### config.mk
export PLATFORM = sky130hd
export DESIGN_NAME = led_pwm_engine
export DESIGN_NICKNAME = d
export VERILOG_FILES = /design/src/rtl/led_pwm_engine.sv
export SDC_FILE = /design/constraint.sdc
export NUM_CORES = 2
export LEC_CHECK = 0
export BUFFER_PORTS_ARGS = -buffer_cell sky130_fd_sc_hd__clkbuf_2
export CAP_MARGIN = 20
export CELL_PAD_IN_SITES_DETAIL_PLACEMENT = 1
export CELL_PAD_IN_SITES_GLOBAL_PLACEMENT = 1
export CORE_MARGIN = 2
export CORE_UTILIZATION = 53
export CTS_BUF_LIST = sky130_fd_sc_hd__clkbuf_16
export CTS_CLUSTER_DIAMETER = 100
export DETAILED_ROUTE_END_ITERATION = 10
export PLACE_DENSITY_LB_ADDON = 0.25
export SYNTH_ARGS = -nofsm -noshare
export SYNTH_HDL_FRONTEND = slang
export SYNTH_SLANG_ARGS = --single-unit
### constraint.sdc
create_clock -name clk -period 11.59 [get_ports clk]
set_input_delay 2.318 -clock clk [delete_from_list [all_inputs] [get_ports clk]]
set_output_delay 2.318 -clock clk [all_outputs]
set_load 0.05 [all_outputs]
### src/rtl/led_pwm_engine.sv
// rtl/led_pwm_engine.sv - multi-channel LED PWM engine with shadow duties and period-aligned fading
//
// Ports:
//   clk, rst_n              system clock, asynchronous active-low reset
//   wr_en, wr_addr, wr_data shadow duty write (addresses >= CH_NUM are dropped)
//   commit                  request to apply the shadow duties at the next period boundary
//   fade_en, fade_step      ramp control, sampled only at period boundaries (step 0 acts as 1)
//   period_start_o          one-cycle pulse after each period boundary
//   busy_o                  high while a commit or fade is outstanding
//   led_pwm_o               registered PWM outputs, one per channel

module led_pwm_engine #(
    parameter int CH_NUM   = 16,
    parameter int PWM_BITS = 8,
    parameter int ADDR_W   = 4,
    parameter int PRESCALE = 4
) (
    input  logic                clk,
    input  logic                rst_n,
    input  logic                wr_en,
    input  logic [ADDR_W-1:0]   wr_addr,
    input  logic [PWM_BITS-1:0] wr_data,
    input  logic                commit,
    input  logic                fade_en,
    input  logic [PWM_BITS-1:0] fade_step,
    output logic                period_start_o,
    output logic                busy_o,
    output logic [CH_NUM-1:0]   led_pwm_o
);

    localparam int                PS_W    = (PRESCALE > 1) ? $clog2(PRESCALE) : 1;
    localparam logic [PS_W-1:0]   PS_MAX  = PS_W'(PRESCALE - 1);
    localparam logic [PWM_BITS-1:0] CNT_MAX = '1;

    localparam logic [1:0] S_IDLE    = 2'd0;
    localparam logic [1:0] S_PENDING = 2'd1;
    localparam logic [1:0] S_FADING  = 2'd2;

    logic [PS_W-1:0]     r_presc;
    logic [PWM_BITS-1:0] r_cnt;
    logic [1:0]          r_state;
    logic                r_pend;
    logic [PWM_BITS-1:0] r_shadow [CH_NUM];
    logic [PWM_BITS-1:0] r_active [CH_NUM];
    logic [PWM_BITS-1:0] r_target [CH_NUM];

    logic                w_tick;
    logic                w_boundary;
    logic                w_addr_ok;
    logic [PWM_BITS-1:0] w_step;
    logic [PWM_BITS-1:0] w_tgt_eff [CH_NUM];
    logic [PWM_BITS-1:0] w_next    [CH_NUM];
    logic                w_all_eq;

    assign w_tick     = (r_presc == PS_MAX);
    assign w_boundary = w_tick && (r_cnt == CNT_MAX);
    assign w_addr_ok  = (32'(wr_addr) < CH_NUM);
    assign busy_o     = (r_state != S_IDLE);

    // Timebase: prescaler feeding the free-running PWM counter.
    always_ff @(posedge clk or negedge rst_n) begin
        if (!rst_n) begin
            r_presc        <= '0;
            r_cnt          <= '0;
            period_start_o <= 1'b0;
        end else begin
            r_presc        <= w_tick ? '0 : r_presc + PS_W'(1);
            period_start_o <= w_boundary;
            if (w_tick) begin
                r_cnt <= r_cnt + PWM_BITS'(1);
            end
        end
    end

    // One ramp step per channel. A pending commit retargets to the shadow
    // at this same boundary, so the step is taken toward the new target and
    // can never overshoot it.
    always_comb begin
        w_step   = (fade_step == '0) ? PWM_BITS'(1) : fade_step;
        w_all_eq = 1'b1;
        for (int i = 0; i < CH_NUM; i++) begin
            w_tgt_eff[i] = r_pend ? r_shadow[i] : r_target[i];
            if (r_active[i] < w_tgt_eff[i]) begin
                w_next[i] = ((w_tgt_eff[i] - r_active[i]) > w_step) ?
                            (r_active[i] + w_step) : w_tgt_eff[i];
            end else begin
                w_next[i] = ((r_active[i] - w_tgt_eff[i]) > w_step) ?
                            (r_active[i] - w_step) : w_tgt_eff[i];
            end
            w_all_eq = w_all_eq && (w_next[i] == w_tgt_eff[i]);
        end
    end

    // Shadow/active/target storage and the commit state machine. Copies read
    // the registered shadow, so a same-cycle write only lands in the shadow.
    always_ff @(posedge clk or negedge rst_n) begin
        if (!rst_n) begin
            r_state <= S_IDLE;
            r_pend  <= 1'b0;
            for (int i = 0; i < CH_NUM; i++) begin
                r_shadow[i] <= '0;
                r_active[i] <= '0;
                r_target[i] <= '0;
            end
        end else begin
            if (wr_en && w_addr_ok) begin
                r_shadow[wr_addr] <= wr_data;
            end
            case (r_state)
                S_IDLE: begin
                    if (commit) begin
                        r_state <= S_PENDING;
                    end
                end
                S_PENDING: begin
                    if (w_boundary) begin
                        if (fade_en) begin
                            for (int i = 0; i < CH_NUM; i++) begin
                                r_target[i] <= r_shadow[i];
                            end
                            r_state <= S_FADING;
                        end else begin
                            for (int i = 0; i < CH_NUM; i++) begin
                                r_active[i] <= r_shadow[i];
                            end
                            r_state <= S_IDLE;
                        end
                    end
                end
                S_FADING: begin
                    if (w_boundary) begin
                        for (int i = 0; i < CH_NUM; i++) begin
                            r_active[i] <= w_next[i];
                            r_target[i] <= w_tgt_eff[i];
                        end
                        // A commit landing on the boundary itself is held for the next one.
                        r_pend <= commit;
                        if (w_all_eq && !commit) begin
                            r_state <= S_IDLE;
                        end
                    end else if (commit) begin
                        r_pend <= 1'b1;
                    end
                end
                default: begin
                    r_state <= S_IDLE;
                    r_pend  <= 1'b0;
                end
            endcase
        end
    end

    // All-ones and zero duties are forced so they stay solid through the
    // counter value where the compare alone would toggle.
    always_ff @(posedge clk or negedge rst_n) begin
        if (!rst_n) begin
            led_pwm_o <= '0;
        end else begin
            for (int i = 0; i < CH_NUM; i++) begin
                if (r_active[i] == CNT_MAX) begin
                    led_pwm_o[i] <= 1'b1;
                end else if (r_active[i] == '0) begin
                    led_pwm_o[i] <= 1'b0;
                end else begin
                    led_pwm_o[i] <= (r_cnt < r_active[i]);
                end
            end
        end
    end

endmodule

==> impl_metrics.tcl <==
set metrics [dict create \
    die_y_um 310.9 \
    grt_pass1_vias 48989 \
    synthCells 5720 \
    hpwl_um 152300 \
    final_hold_viol_count 0 \
    clkLatencyLatePin_ps 680 \
    synth_edf_count 0 \
    r2r_slack_ps 3670 \
    synthTopCellsByCount "ha_1 (820), a21oi_1 (587), inv_1 (465), dfrtp_1 (414), nor2_1 (284)" \
    synthFlopType "dfrtp_1" \
    power_mw 8.407 \
    endpoint_kind "register" \
    cts_tree "built" \
    cts-buffers-inserted 55 \
    htreeDepth 2 \
    clockBufferDepth 3 \
    worst-setup-path-type "in2reg" \
    slew_viol_final 0 \
    worst_clock_skew_ps 19.67 \
    start_util 0.5347 \
    cts-root-buf "clkbuf_16" \
    path_max_fanout 33 \
    synth.most_common_cell "ha_1" \
    syn_avg_cell_area_sq_um 8.725 \
    r2r_start "r_pend" \
    grt_max_degree 145 \
    seqCellArea_sq_mm 0.01037 \
    worstSetupStartpoint "fade_step[2]" \
    drv_cap 0 \
    grt_setup_unrepaired "no" \
    crit_chain "clkbuf_2 -> buf_4 -> clkinv_2 -> a41o_4 -> buf_4 -> ha_1 -> nand4_1 -> nor2_1 -> a21oi_1 -> o21ai_2 -> o22ai_1 -> a221oi_1 -> o2111ai_1 -> nor4_1 -> and4_1 -> and4_1 -> a21oi_1" \
    post-route-period-util 0.7014 \
    yosysWarningCount 0 \
    ff2ff_path_depth 21 \
    totalWireLength_um 213700 \
    drc 0 \
    place.port_buffers 42 \
    grt-ovfl-total 0 \
    startpoint_type "input port" \
    synthDistinctLibCells 97 \
    area_growth_pct 6.829 \
    critPathTopFamily "compound AO/OA/AOI/OAI gates" \
    yosysTopAreaCell "dfrtp_1" \
    ys_seq_area_frac 0.2076 \
    drt_iter0_markers 4752 \
    wl_per_cell_um 30.70 \
    grt_usage 0.4320 \
    ctsHoldBuffers 0 \
    cts_sinks 414 \
    min_to "r_presc[0]" \
    required_ps 12130 \
    post_cts_resized 0 \
    critical_path_depth 17 \
    critical_path.max_stage_delay_ps 720 \
    synth-async-reset-ratio 1.000 \
    max_freq_mhz 123.0 \
    grt_pass1_wl_um 318600 \
    die_w_um 310.9 \
    multi_input_area_sq_mm 0.03677 \
    ios 43 \
    hold_depth 1 \
    dr.pass1.iters 6 \
    place.gp.congestion 1.028 \
    clk_pin_slew_ps 60 \
    path_buf_inv 4 \
    nFillCells 10971 \
    fin_crit_ps 8129 \
    row_count 112 \
    dieArea_sq_mm 0.09663 \
    relSlewSlack 0.1717 \
    vdd_drop_max_mv 0.1553 \
    worst_pin_slew_ps 1239 \
    hold_path_class "reg2reg" \
    synth_area_leaders "dfrtp_1 (21%), ha_1 (21%), mux2_2 (6.1%)" \
    cts_setup_buffers 0 \
    ys_ff_latch 414 \
    synth_nets 6629 \
    crit_slowest_cell "nor4_1" \
    place_ws_ps 3118 \
    vias 47702 \
    layout.nets 6563 \
    core_area_sq_mm 0.09333 \
    postRouteAntennaNets 0 \
    setup_ws_ps 3461 \
    syn_area_sq_mm 0.04991 \
    worstPathArrival_ps 8670 \
    fin_setup_tns_ps 0 \
    setup_viol 0 \
    run_status "finished, final reports clean" \
    leakagePower_nw 25.51 \
    power_density_mw_per_mm2 157.7 \
    netlist.area_leader.share 0.2076 \
    hp-start "r_presc[0]" \
    viasPerCell 6.853 \
    layout-drive-gt1-share 0.1014 \
    antenna_found_initial 14 \
    rr_endpoint "r_state[1]" \
]
-- placed cells by master (no fill, tap or decap), types with 23 or more instances in the layout --
cell / count
nand4_1: 118
o31ai_1: 26
fa_1: 64
a221oi_1: 24
o21bai_1: 79
nor3_1: 72
nand3_1: 40
ha_1: 820
nand2b_1: 72
buf_4: 78
a211oi_1: 163
nor4_1: 47
a21oi_1: 587
xnor2_1: 267
clkbuf_2: 40
o211ai_1: 67
dfrtp_1: 406
xor2_1: 134
o21a_1: 24
mux2i_1: 123
a22oi_1: 37
nor2_1: 283
nor2b_1: 121
o22ai_1: 120
inv_1: 467
clkbuf_16: 55
mux2_2: 270
a31oi_1: 36
nand2_1: 247
o21ai_0: 262
a21o_1: 126
o221ai_1: 23
-- worst register-to-register path, stage by stage (launching register included) --
cell and delay [ps]:
dfrtp_4 650, buf_12 540, buf_4 790, mux2i_1 520, inv_1 220, ha_1 440, and3_1 250, a31oi_1 170
nand2_1 90, xor2_1 150, ha_1 330, nand4_1 130, nor2_1 160, a21oi_1 90, o21ai_2 640, o22ai_1 520
a221oi_1 570, o2111ai_1 200, nor4_1 720, and4_1 330, and4_1 200, a21oi_1 70
-- kinds of logic (layout without fill, tap and decap cells) --
| group | Yosys count | in the layout | share of synthesized area |
|---|---|---|---|
| flip-flops | 414 | 414 | 0.2076 |
| AO/OA/AOI/OAI | 1769 | 1769 | 0.2277 |
| other | 0 | 8 | 0 |
| buffers and inverters | 717 | 696 | 0.05699 |
| XOR/XNOR | 409 | 409 | 0.07311 |
| adder cells (fa/ha/maj) | 884 | 884 | 0.2313 |
| multiplexers | 411 | 411 | 0.09108 |
| AND/OR/NAND/NOR | 1116 | 1116 | 0.1123 |
-- cell type report --
| cell class | instances | share of cell area |
|---|---|---|
| Timing Repair Buffer | 127 | 0.01734 |
| Clock inverter | 47 | 0.009786 |
| Multi-Input combinational cell | 4589 | 0.6898 |
| Sequential cell | 414 | 0.1946 |
| Antenna cell | 8 | 0.0003755 |
| Clock buffer | 55 | 0.02582 |
| Tap cell | 1254 | 0.02943 |
| Inverter | 467 | 0.03293 |
-- registers in the layout (all words and copies together), names as in the netlist --
signal,count
r_shadow,128
r_active,128
r_presc,2
r_state,2
r_target,128
r_cnt,8
r_pend,1
period_start_o,1
led_pwm_o,16
-- per-stage QoR --
stage	hold WS (ps)	cell area, sq um	instances	util
2_1_floorplan	403.1	49910	5720	-
3_3_place_gp	422.0	51380	6849	0.5505
3_5_place_dp	418.4	51380	6849	0.5505
4_1_cts	429.9	53270	6951	0.5708
5_1_grt	459.7	53300	6954	0.5711
6_report	435.0	53310	6961	0.5712
-- where the power goes --
part / total [mW] / internal [mW] / switching, mW
clock network: 1.88 / 1.09 / 0.793
registers: 1.67 / 1.55 / 0.122
logic: 4.85 / 1.70 / 3.15
total: 8.41 / 4.34 / 4.07
-- worst max path at each step --
stage	to	slack, ps
2_1_floorplan	r_state[1]	4270
3_3_place_gp	r_state[1]	3230
3_5_place_dp	r_state[1]	3120
4_1_cts	r_state[1]	3810
5_1_grt	r_state[1]	3500
6_report	r_state[1]	3460
-- layer usage --
| layer | global-route usage | part of all wire | vias to the layer above |
|---|---|---|---|
| met1 | 0.5637 | 0.41 | 24065 |
| met5 | 0 | 0.00041 | - |
| li1 | - | - | 20752 |
| met2 | 0.6620 | 0.43 | 2215 |
| met3 | 0.08651 | 0.089 | 656 |
| met4 | 0.2561 | 0.069 | 14 |
No activity file was read; power rests on OpenSTA's default activity.
